--- src/rtl/fic2_apb_csr_pkg.sv ---
// ----------------------------------------------------------------------------
// fic2_apb_csr_pkg
//   Shared definitions for the FIC_2 APB CSR completer:
//   - register word offsets (PADDR[4:2]); byte offset = word offset * 4
//   - CTRL / STATUS bit positions
//   - wait-state FSM state type and encodings
//   - address legality helper
// ----------------------------------------------------------------------------
package fic2_apb_csr_pkg;

    localparam int ADDR_W = 14;   // PADDR carries the word address [15:2]
    localparam int DATA_W = 32;

    // Word offsets of the mapped registers
    localparam logic [2:0] OFS_ID      = 3'd0;  // 0x00
    localparam logic [2:0] OFS_SCRATCH = 3'd1;  // 0x04
    localparam logic [2:0] OFS_CTRL    = 3'd2;  // 0x08
    localparam logic [2:0] OFS_STATUS  = 3'd3;  // 0x0C
    localparam logic [2:0] OFS_COUNT   = 3'd4;  // 0x10

    // CTRL fields
    localparam int CTRL_CNT_EN  = 0;
    localparam int CTRL_CNT_CLR = 1;
    localparam int CTRL_MASK_LO = 8;
    localparam int CTRL_MASK_HI = 16;

    // STATUS fields: [7:0] sticky events, [8] counter overflow
    localparam int STATUS_OVF = 8;
    localparam int STATUS_W   = 9;

    // Wait-state FSM
    typedef logic [1:0] fsm_state_t;
    localparam fsm_state_t ST_IDLE = 2'd0;
    localparam fsm_state_t ST_WAIT = 2'd1;
    localparam fsm_state_t ST_DONE = 2'd2;

    // An address is legal only when the undecoded upper bits are zero and the
    // decoded offset hits one of the five registers.
    function automatic logic addr_valid(input logic [ADDR_W-1:0] paddr);
        return (paddr[ADDR_W-1:3] == '0) && (paddr[2:0] <= OFS_COUNT);
    endfunction

endpackage

--- src/rtl/fic2_apb_csr_if.sv ---
// ----------------------------------------------------------------------------
// fic2_apb_csr_if
//   APB3 bus bundle between the MSS FIC_2_APB_M master and the fabric CSR
//   completer.
//   master modport: drives psel/penable/pwrite/paddr/pwdata,
//                   receives prdata/pready/pslverr
//   slave  modport: the mirror image
// ----------------------------------------------------------------------------
interface fic2_apb_csr_if;
    import fic2_apb_csr_pkg::*;

    logic              psel;
    logic              penable;
    logic              pwrite;
    logic [ADDR_W-1:0] paddr;
    logic [DATA_W-1:0] pwdata;
    logic [DATA_W-1:0] prdata;
    logic              pready;
    logic              pslverr;

    modport master (
        output psel, penable, pwrite, paddr, pwdata,
        input  prdata, pready, pslverr
    );

    modport slave (
        input  psel, penable, pwrite, paddr, pwdata,
        output prdata, pready, pslverr
    );

endinterface

--- src/rtl/fic2_apb_wait_ctrl.sv ---
// ----------------------------------------------------------------------------
// fic2_apb_wait_ctrl
//   IDLE/WAIT/DONE sequencer that stretches each APB access by WAIT_STATES
//   cycles of PREADY=0.
//   Ports:
//     i_clk      clock (PCLK)
//     i_rst      synchronous active-high reset
//     i_psel     APB select
//     i_penable  APB access phase
//     o_pready   registered completion, high for exactly the DONE cycle
//     o_capture  high in the cycle whose closing edge enters DONE; the top
//                latches PRDATA/PSLVERR on that edge
//     o_commit   high during DONE; a write takes effect on the closing edge
// ----------------------------------------------------------------------------
module fic2_apb_wait_ctrl
    import fic2_apb_csr_pkg::*;
#(
    parameter int unsigned WAIT_STATES = 1
) (
    input  logic i_clk,
    input  logic i_rst,
    input  logic i_psel,
    input  logic i_penable,
    output logic o_pready,
    output logic o_capture,
    output logic o_commit
);

    localparam logic [3:0] WS = 4'(WAIT_STATES);

    fsm_state_t r_state;
    fsm_state_t w_state_nxt;
    logic [3:0] r_wcnt;
    logic [3:0] w_wcnt_nxt;
    logic       r_pready;

    always_comb begin
        // NOTE: every output of this block gets a default first, so no path
        // can leave a value unassigned and infer a latch.
        w_state_nxt = r_state;
        w_wcnt_nxt  = r_wcnt;
        case (r_state)
            ST_IDLE: begin
                if (i_psel && !i_penable) begin
                    w_wcnt_nxt  = WS;
                    w_state_nxt = (WS == 4'd0) ? ST_DONE : ST_WAIT;
                end
            end
            ST_WAIT: begin
                if (!i_psel) begin
                    // Master abandoned the transfer: nothing commits.
                    w_state_nxt = ST_IDLE;
                end else if (r_wcnt == 4'd1) begin
                    w_state_nxt = ST_DONE;
                    w_wcnt_nxt  = 4'd0;
                end else begin
                    w_wcnt_nxt = r_wcnt - 4'd1;
                end
            end
            ST_DONE: begin
                // Always one DONE cycle; a new setup may arrive right after.
                w_state_nxt = ST_IDLE;
            end
            default: begin
                w_state_nxt = ST_IDLE;
            end
        endcase
    end

    always_ff @(posedge i_clk) begin
        // NOTE: state registers use non-blocking assignments so every flop
        // samples pre-edge values regardless of statement order.
        if (i_rst) begin
            r_state  <= ST_IDLE;
            r_wcnt   <= 4'd0;
            r_pready <= 1'b0;
        end else begin
            r_state  <= w_state_nxt;
            r_wcnt   <= w_wcnt_nxt;
            r_pready <= (w_state_nxt == ST_DONE);
        end
    end

    assign o_pready  = r_pready;
    assign o_capture = (w_state_nxt == ST_DONE);
    assign o_commit  = (r_state == ST_DONE);

endmodule

--- src/rtl/fic2_apb_csr_slave.sv ---
// ----------------------------------------------------------------------------
// fic2_apb_csr_slave
//   APB3 completer on FIC_2_APB_M giving firmware a small CSR block:
//     0x00 ID      RO   ID_VALUE
//     0x04 SCRATCH RW
//     0x08 CTRL    RW   [0] CNT_EN, [1] CNT_CLR (write-1 pulse), [16:8] IRQ_MASK
//     0x0C STATUS  W1C  [7:0] sticky EVENT_IN, [8] counter overflow
//     0x10 COUNT   RO   free-running 32-bit counter
//   Unmapped offsets (or nonzero PADDR[15:5]) answer PSLVERR=1, PRDATA=0.
//   Ports:
//     i_pclk      sole clock
//     i_preset    synchronous active-high reset
//     io_apb      APB3 slave bundle (psel/penable/pwrite/paddr/pwdata in,
//                 prdata/pready/pslverr out, all outputs registered)
//     i_event_in  single-cycle fabric event pulses
//     o_irq       registered level interrupt
// ----------------------------------------------------------------------------
module fic2_apb_csr_slave
    import fic2_apb_csr_pkg::*;
#(
    parameter int unsigned WAIT_STATES = 1,
    parameter logic [31:0] ID_VALUE    = 32'h5453_4135
) (
    input  logic                 i_pclk,
    input  logic                 i_preset,
    fic2_apb_csr_if.slave        io_apb,
    input  logic [7:0]           i_event_in,
    output logic                 o_irq
);

    // ------------------------------------------------------------------
    // Transfer sequencing
    // ------------------------------------------------------------------
    logic w_pready;
    logic w_capture;
    logic w_commit;

    fic2_apb_wait_ctrl #(
        .WAIT_STATES (WAIT_STATES)
    ) u_wait_ctrl (
        .i_clk     (i_pclk),
        .i_rst     (i_preset),
        .i_psel    (io_apb.psel),
        .i_penable (io_apb.penable),
        .o_pready  (w_pready),
        .o_capture (w_capture),
        .o_commit  (w_commit)
    );

    // ------------------------------------------------------------------
    // Decode
    // ------------------------------------------------------------------
    logic       w_addr_ok;
    logic [2:0] w_ofs;
    logic       w_wr;
    logic       w_wr_scratch;
    logic       w_wr_ctrl;
    logic       w_wr_status;
    logic       w_cnt_clr;

    assign w_addr_ok    = addr_valid(io_apb.paddr);
    assign w_ofs        = io_apb.paddr[2:0];
    assign w_wr         = w_commit && io_apb.pwrite && w_addr_ok;
    assign w_wr_scratch = w_wr && (w_ofs == OFS_SCRATCH);
    assign w_wr_ctrl    = w_wr && (w_ofs == OFS_CTRL);
    assign w_wr_status  = w_wr && (w_ofs == OFS_STATUS);
    assign w_cnt_clr    = w_wr_ctrl && io_apb.pwdata[CTRL_CNT_CLR];

    // ------------------------------------------------------------------
    // Register file state
    // ------------------------------------------------------------------
    logic [31:0]         r_scratch;
    logic                r_cnt_en;
    logic [8:0]          r_irq_mask;
    logic [STATUS_W-1:0] r_status;
    logic [31:0]         r_count;
    logic                r_irq;
    logic [31:0]         r_prdata;
    logic                r_pslverr;

    // Read mux; CNT_CLR and reserved CTRL bits read back as zero.
    logic [31:0] w_rdata;
    always_comb begin
        w_rdata = '0;
        if (w_addr_ok) begin
            case (w_ofs)
                OFS_ID:      w_rdata = ID_VALUE;
                OFS_SCRATCH: w_rdata = r_scratch;
                OFS_CTRL: begin
                    w_rdata[CTRL_CNT_EN]                = r_cnt_en;
                    w_rdata[CTRL_MASK_HI:CTRL_MASK_LO] = r_irq_mask;
                end
                OFS_STATUS:  w_rdata[STATUS_W-1:0] = r_status;
                OFS_COUNT:   w_rdata = r_count;
                default:     w_rdata = '0;
            endcase
        end
    end

    // A clear in the same cycle pre-empts both the increment and the wrap.
    logic                w_count_wrap;
    logic [STATUS_W-1:0] w_w1c;

    assign w_count_wrap = r_cnt_en && !w_cnt_clr && (r_count == 32'hFFFF_FFFF);
    assign w_w1c        = w_wr_status ? io_apb.pwdata[STATUS_W-1:0] : '0;

    always_ff @(posedge i_pclk) begin
        if (i_preset) begin
            r_scratch  <= '0;
            r_cnt_en   <= 1'b0;
            r_irq_mask <= '0;
            r_status   <= '0;
            r_count    <= '0;
            r_irq      <= 1'b0;
            r_prdata   <= '0;
            r_pslverr  <= 1'b0;
        end else begin
            // Response is latched on entry to DONE; writes return zero data.
            if (w_capture) begin
                r_prdata  <= io_apb.pwrite ? 32'd0 : w_rdata;
                r_pslverr <= !w_addr_ok;
            end

            if (w_wr_scratch) begin
                r_scratch <= io_apb.pwdata;
            end

            if (w_wr_ctrl) begin
                r_cnt_en   <= io_apb.pwdata[CTRL_CNT_EN];
                r_irq_mask <= io_apb.pwdata[CTRL_MASK_HI:CTRL_MASK_LO];
            end

            if (w_cnt_clr) begin
                r_count <= '0;
            end else if (r_cnt_en) begin
                r_count <= r_count + 32'd1;
            end

            // Clear first, then OR in new sets so a same-cycle set survives.
            r_status <= (r_status & ~w_w1c) | {w_count_wrap, i_event_in};

            r_irq <= |(r_status & r_irq_mask);
        end
    end

    assign io_apb.prdata  = r_prdata;
    assign io_apb.pready  = w_pready;
    assign io_apb.pslverr = r_pslverr;
    assign o_irq          = r_irq;

endmodule
--- src/flat_wrapper.sv ---
// flat-port wrapper written by rule: the top's interface ports become plain ports
module fic2_apb_csr_slave_flat import fic2_apb_csr_pkg::*;
#(
    parameter int unsigned WAIT_STATES = 1,
    parameter logic [31:0] ID_VALUE    = 32'h5453_4135
)
  (i_pclk, i_preset, i_event_in, o_irq, io_apb_psel, io_apb_penable, io_apb_pwrite, io_apb_paddr, io_apb_pwdata, io_apb_prdata, io_apb_pready, io_apb_pslverr);
  fic2_apb_csr_if io_apb_i ();
  input  logic i_pclk;
  input  logic i_preset;
  input  logic [7:0] i_event_in;
  output logic o_irq;
  input wire logic [$bits(io_apb_i.psel)-1:0] io_apb_psel;
  input wire logic [$bits(io_apb_i.penable)-1:0] io_apb_penable;
  input wire logic [$bits(io_apb_i.pwrite)-1:0] io_apb_pwrite;
  input wire logic [$bits(io_apb_i.paddr)-1:0] io_apb_paddr;
  input wire logic [$bits(io_apb_i.pwdata)-1:0] io_apb_pwdata;
  output wire logic [$bits(io_apb_i.prdata)-1:0] io_apb_prdata;
  output wire logic [$bits(io_apb_i.pready)-1:0] io_apb_pready;
  output wire logic [$bits(io_apb_i.pslverr)-1:0] io_apb_pslverr;
  assign io_apb_i.psel = io_apb_psel;
  assign io_apb_i.penable = io_apb_penable;
  assign io_apb_i.pwrite = io_apb_pwrite;
  assign io_apb_i.paddr = io_apb_paddr;
  assign io_apb_i.pwdata = io_apb_pwdata;
  assign io_apb_prdata = io_apb_i.prdata;
  assign io_apb_pready = io_apb_i.pready;
  assign io_apb_pslverr = io_apb_i.pslverr;
  fic2_apb_csr_slave #(.WAIT_STATES(WAIT_STATES), .ID_VALUE(ID_VALUE)) u_core (.i_pclk(i_pclk), .i_preset(i_preset), .io_apb(io_apb_i), .i_event_in(i_event_in), .o_irq(o_irq));
endmodule
--- config.mk ---
export PLATFORM = sky130hd
export DESIGN_NAME = fic2_apb_csr_slave_flat
export DESIGN_NICKNAME = d
export VERILOG_FILES = /design/src/rtl/fic2_apb_csr_pkg.sv /design/src/rtl/fic2_apb_csr_if.sv /design/src/rtl/fic2_apb_wait_ctrl.sv /design/src/rtl/fic2_apb_csr_slave.sv /design/src/flat_wrapper.sv
export SDC_FILE = /design/constraint.sdc
export NUM_CORES = 1
export LEC_CHECK = 0
export CAP_MARGIN = 20
export CORE_MARGIN = 2
export CORE_UTILIZATION = 50
export CTS_BUF_LIST = sky130_fd_sc_hd__clkbuf_8
export CTS_CLUSTER_SIZE = 16
export DETAILED_ROUTE_END_ITERATION = 10
export PLACE_DENSITY_LB_ADDON = 0.3
export SLEW_MARGIN = 20
export SYNTH_ARGS = -nofsm -noshare
export SYNTH_HDL_FRONTEND = slang
export SYNTH_HIERARCHICAL = 1
export SYNTH_SLANG_ARGS = --single-unit
--- constraint.sdc ---
create_clock -name i_pclk -period 3.8 [get_ports i_pclk]
set_input_delay 0.38 -clock i_pclk [delete_from_list [all_inputs] [get_ports i_pclk]]
set_output_delay 0.38 -clock i_pclk [all_outputs]
set_load 0.03 [all_outputs]
==> flow_summary.ini, run 1 <==
[setup_path]
r2r_setup_slack_ns = 1.15
critical_path_class = reg -> reg
cp_max_fo = 7
cp-startpoint = u_core/u_wait_ctrl/r_wcnt[0]
worstReg2RegStart = u_core/u_wait_ctrl/r_wcnt[0]
rr_endpoint = u_core/io_apb.prdata[2]
worst_ep_required_time_ns = 4.16
critPathCaptureType = flip-flop
worstPathArrival_ns = 3.01
reg2reg_depth = 6
startpoint_type = flip-flop

[clocking]
cts_tree = built
cts_root_buffer = clkbuf_8
clk_latency_ns = 0.42
cts-htree-levels = 4
postCtsHoldBufs = 0
cts_sinks = 124
cts_resized = 0
cts_max_path_buffers = 2
cts_buffers = 17
post_cts_buffers = 0
clkSlewWorstSetupHoldPaths_ns = 0.07

[timing]
layout_min_cycle_time_ns = 2.649
fin_skew_ns = 0.01125
grt_setup_unrepaired = false
period_share = 0.6970
max_freq_mhz = 377.5
slew_headroom = 0.3753
setup_viol = 0
tightest_slew_ns = 0.9294
finalHoldViolations = 0
slew_viol_final = 0
finalSetupTns_ns = 0

[logic_synthesis]
synth_cells = 612
yosys_most_used_dff = dfxtp_1
yosys_register_bits = 124
synth-edff-count = 0
synthArstFlopShare = 0
ys_seq_area_frac = 0.4612
syn_area_sq_um = 5383
ys.warnings.count = 6
synth_fp_nets = 674
yosys.cell_types.count = 51
synth.avg_cell_area_sq_um = 8.795

[final_layout]
final_common_cell = dfxtp_1
final_nets = 762
utilization = 0.6538
final_cell_mix = dfxtp_1 (124), nor2_1 (99), clkdlybuf4s50_1 (92)
area_growth_pct = 25.96
layout-drive-gt1-share = 0.07854
antenna_cells = 0

[placement]
port_buffers = 93
place.gp.congestion = 0.9226
dpl.hpwl_mm = 9.956

[drt]
vias = 4736
firstDrtPassIters = 5
route.detailed.drc = 0
first_iter_violations = 393
wl_per_cell_microns = 16.30
finalWirelength_mm = 13.84
vias_per_cell = 5.578
drtAntennaViolNets = 0

[floorplan]
ios = 94
rows = 37
core_sq_um = 10370
start_util = 0.5191
die_y_microns = 107.8
dieArea_sq_um = 11610
fp.dieW_microns = 107.8

[global_routing]
track_usage = 0.2471
grt_max_degree = 56
grt_pass1_wl_mm = 22.24
grt_pass1_vias = 4592
antenna_found_initial = 0
grt-ovfl-total = 0

[pwr]
p_clk_frac = 0.422
comb_power_share = 0.068
seqPwrFrac = 0.510
switchingPower_mw = 0.6380
static-leakage-power_nw = 2.397
internal_power_mw = 1.947
power_density_nw_per_um2 = 381.2
sw_frac_of_total = 0.2468
max-vdd-ir-drop_v = 0.0002578

[hold_path]
hold_path.class = in -> reg
hold_depth = 2
worstHoldStart = i_preset
holdPathEnd = u_core/u_wait_ctrl/r_wcnt[1]

[status]
status = finished, final reports clean

[run]
maxCapViolCount = 0
==> worst max-delay path: stages (launching register included) <==
cell       delay [ns]
dfxtp_1          0.46
ha_1             0.21
or3b_1           0.46
nor2_1           0.34
nand2_1          0.14
a2111oi_2        0.73
a22o_1           0.25
==> state kept, by name (all words and copies together), names as in the netlist <==
name,count
u_core/r_count,32
u_core/r_scratch,32
u_core/r_status,9
u_core/u_wait_ctrl/r_wcnt,4
u_core/io_apb.pslverr,1
u_core/io_apb.prdata,32
u_core/u_wait_ctrl/r_state,2
u_core/r_irq_mask,9
u_core/r_cnt_en,1
u_core/o_irq,1
u_core/u_wait_ctrl/o_pready,1
==> power groups by stage <==
stage	clock network [mW]	registers, mW	logic, mW
after detailed placement	0	1.35	0.173
final	1.09	1.32	0.175
after floorplan	0	1.34	0.0804
after global routing	1.17	1.32	0.189
after global placement	0	1.35	0.168
after CTS	1.11	1.32	0.174
==> metrics by stage <==
step	hold WS, ns	setup slack (ns)	cell area (sq um)	power [mW]	cells
finish	0.2657	1.151	6780	2.585	849
global placement	0.4349	1.184	6401	1.517	817
detailed placement	0.4483	1.050	6401	1.522	817
global route	0.2695	0.9711	6780	2.676	849
CTS	0.2548	1.182	6780	2.600	849
floorplan	0.4491	1.692	5383	1.424	612
==> worst max path at each step <==
stage                                to  slack (ns)  cells after the start
5_1_grt         u_core/io_apb.prdata[2]        0.97                      6
6_report        u_core/io_apb.prdata[2]        1.15                      6
2_1_floorplan  u_core/io_apb.prdata[21]        1.69                      8
3_3_place_gp       u_core/r_scratch[25]        1.18                      8
3_5_place_dp       u_core/r_scratch[12]        1.05                      8
4_1_cts         u_core/io_apb.prdata[2]        1.18                      6
==> routing by layer <==
metal,vias to the layer above,routed length (microns),GRT usage
met1,2226,6157,0.3284
li1,2307,-,-
met3,29,907,0.05811
met4,0,291,0.08974
met5,-,0,0
met2,174,6478,0.3913
==> cells in the mapped netlist (4+ instances only) <==
library cell | number | area share
nor2b_1 | 7 | 0.0081
clkbuf_1 | 23 | 0.016
a311oi_1 | 8 | 0.013
o21ai_0 | 35 | 0.033
a21oi_1 | 36 | 0.033
nand4_1 | 15 | 0.017
inv_1 | 27 | 0.019
nand3_1 | 20 | 0.019
xor2_1 | 23 | 0.037
dfxtp_1 | 124 | 0.46
a22o_1 | 8 | 0.013
nor3_1 | 7 | 0.0065
mux2i_1 | 47 | 0.087
and3_1 | 5 | 0.0058
nor2_1 | 100 | 0.070
xnor2_1 | 8 | 0.013
and2_1 | 4 | 0.0046
and4_1 | 4 | 0.0065
nand2_1 | 44 | 0.031
buf_1 | 4 | 0.0028
a22oi_1 | 16 | 0.022
==> layout make-up <==
cell class,instances,area (sq um)
Tap cell,136,170.2
Multi-Input combinational cell,427,2646
Clock buffer,19,261.5
Sequential cell,124,2482
Inverter,27,101.3
Clock inverter,13,117.6
Fill cell,871,3590
Timing Repair Buffer,103,1001
==> cells by family (layout without fill, tap and decap cells) <==
kind of cell | count (synthesis) | after routing | synth area share
simple gates | 227 | 227 | 0.2048
xor+xnor | 31 | 31 | 0.05044
flops | 124 | 124 | 0.4612
compound gates | 119 | 119 | 0.1416
fa+ha+maj | 3 | 3 | 0.006974
mux | 47 | 47 | 0.08740
buf+inv | 61 | 162 | 0.04765
Power figures use the tool's default switching activity.
==> inputs of run 2 (changes only) <==
- clock period: 3.8 -> 2.7 ns (I/O delays scaled with it)
==> flow_summary.ini, run 2 (synthesized netlist as in run 1, its figures left out) <==
[setup_path]
path_cells = ha_1 -> or3b_1 -> nor2_1 -> nand2_1 -> or3_1 -> o21ai_0
startpoint_type = flip-flop
critPathCaptureType = flip-flop
critPathBufInv = 0
cp_max_fo = 15
critPathSlowestCell = or3_1
worst_ep_required_time_ns = 3.03
critical_path_class = reg -> reg
cpLargestDelayFamily = simple AND/OR/NAND/NOR gates
worstPathArrival_ns = 2.77
cp_slowest_stage_delay_ns = 0.55

[placement]
place_area_sq_um = 6484
port_buffers = 93
dpl.hpwl_mm = 9.915
place.gp.congestion = 0.9166

[drt]
vias = 4843
route.detailed.drc = 0
drtAntennaViolNets = 0
wl_per_cell_microns = 16.38
first_iter_violations = 485
firstDrtPassIters = 6
finalWirelength_mm = 14.00
vias_per_cell = 5.664

[timing]
slew_headroom = 0.4301
layout_min_cycle_time_ns = 2.441
holdWs_ns = 0.1845
max_freq_mhz = 409.6
finalHoldViolations = 0
fin_skew_ns = 0.01125
setup_viol = 0
tightest_slew_ns = 0.8478
slew_viol_final = 0
grt_setup_unrepaired = false
period_share = 0.9041
finalSetupTns_ns = 0

[floorplan]
start_util = 0.5191
ios = 94
dieArea_sq_um = 11610
fp.dieW_microns = 107.8
rows = 37
core_sq_um = 10370
die_y_microns = 107.8

[clocking]
cts_max_path_buffers = 2
cts-htree-levels = 4
post_cts_buffers = 0
cts_sinks = 124
cts_tree = built
cts_root_buffer = clkbuf_8
clk_latency_ns = 0.43
cts_resized = 0
clkSlewWorstSetupHoldPaths_ns = 0.08
postCtsHoldBufs = 0
cts_buffers = 17

[status]
status = finished, final reports clean

[final_layout]
final_cell_mix = dfxtp_1 (124), nor2_1 (99), clkdlybuf4s50_1 (92)
final_nets = 768
area_growth_pct = 28.66
layout-drive-gt1-share = 0.08484
antenna_cells = 0
final_common_cell = dfxtp_1
fin_area_sq_um = 6925

[global_routing]
grt_pass1_vias = 4705
grt-ovfl-total = 0
grt_pass1_wl_mm = 22.71
track_usage = 0.2479
antenna_found_initial = 0
grt_max_degree = 54

[hold_path]
hold_path.class = in -> reg

[pwr]
max-vdd-ir-drop_v = 0.0002785
power_density_nw_per_um2 = 564.1
static-leakage-power_nw = 2.474

[run]
maxCapViolCount = 0
[run 2: cell types whose count changed in the layout (fill, tap and decap cells not counted), sizes merged]
cell / before / now
clkinv: 5 / 3
clkbuf: 19 / 18
buf: 11 / 17
bufinv: 1 / 4
clkinvlp: 5 / 4
inv: 29 / 30
[run 2: path summary, 6_finish.rpt]
kind / start / endpoint / slack (ns) / depth (start not counted)
setup / recovery: u_core/u_wait_ctrl/r_wcnt[0] / u_core/io_apb.prdata[22] / 0.26 / 6
hold / removal: i_preset / u_core/u_wait_ctrl/r_wcnt[0] / 0.18 / 2
setup reg to reg: u_core/u_wait_ctrl/r_wcnt[0] / u_core/io_apb.prdata[22] / 0.26 / 6
hold reg to reg: u_core/io_apb.prdata[10] / u_core/io_apb.prdata[10] / 0.45 / 2
[run 2: area by class of cell]
type                       instances  area (sq um)
clock inverter                    14         193.9
tap                              136         170.2
clock buffer                      18         247.7
inverter                          27         101.3
sequential                       124          2482
fill                             870          3445
timing repair buffer             109          1084
multi-input combinational        427          2646
[run 2: report_power, final]
part | leakage (nW) | switching (mW) | total, mW | internal, mW
clock network | 0.213 | 0.765 | 1.80 | 1.03
registers | 1.00 | 0.0157 | 1.86 | 1.84
logic | 1.26 | 0.126 | 0.253 | 0.126
[run 2: per-layer routing]
layer / up-vias / global-route usage / routed length, microns
met5: - / 0 / 0
met4: 0 / 0.07875 / 178
met3: 18 / 0.05751 / 869
met2: 169 / 0.3863 / 6532
met1: 2336 / 0.3399 / 6420
li1: 2320 / - / -
[run 2: stage by stage]
step / util / worst slack, ns / instances / power [mW]
final: 0.6678 / 0.2588 / 855 / 3.907
after CTS: 0.6678 / 0.3391 / 855 / 3.926
after detailed placement: 0.6252 / 0.2988 / 823 / 2.149
after global placement: 0.6252 / 0.3838 / 823 / 2.142
after global routing: 0.6678 / 0.1982 / 855 / 4.026
after floorplan: - / 0.5919 / 612 / 2.005
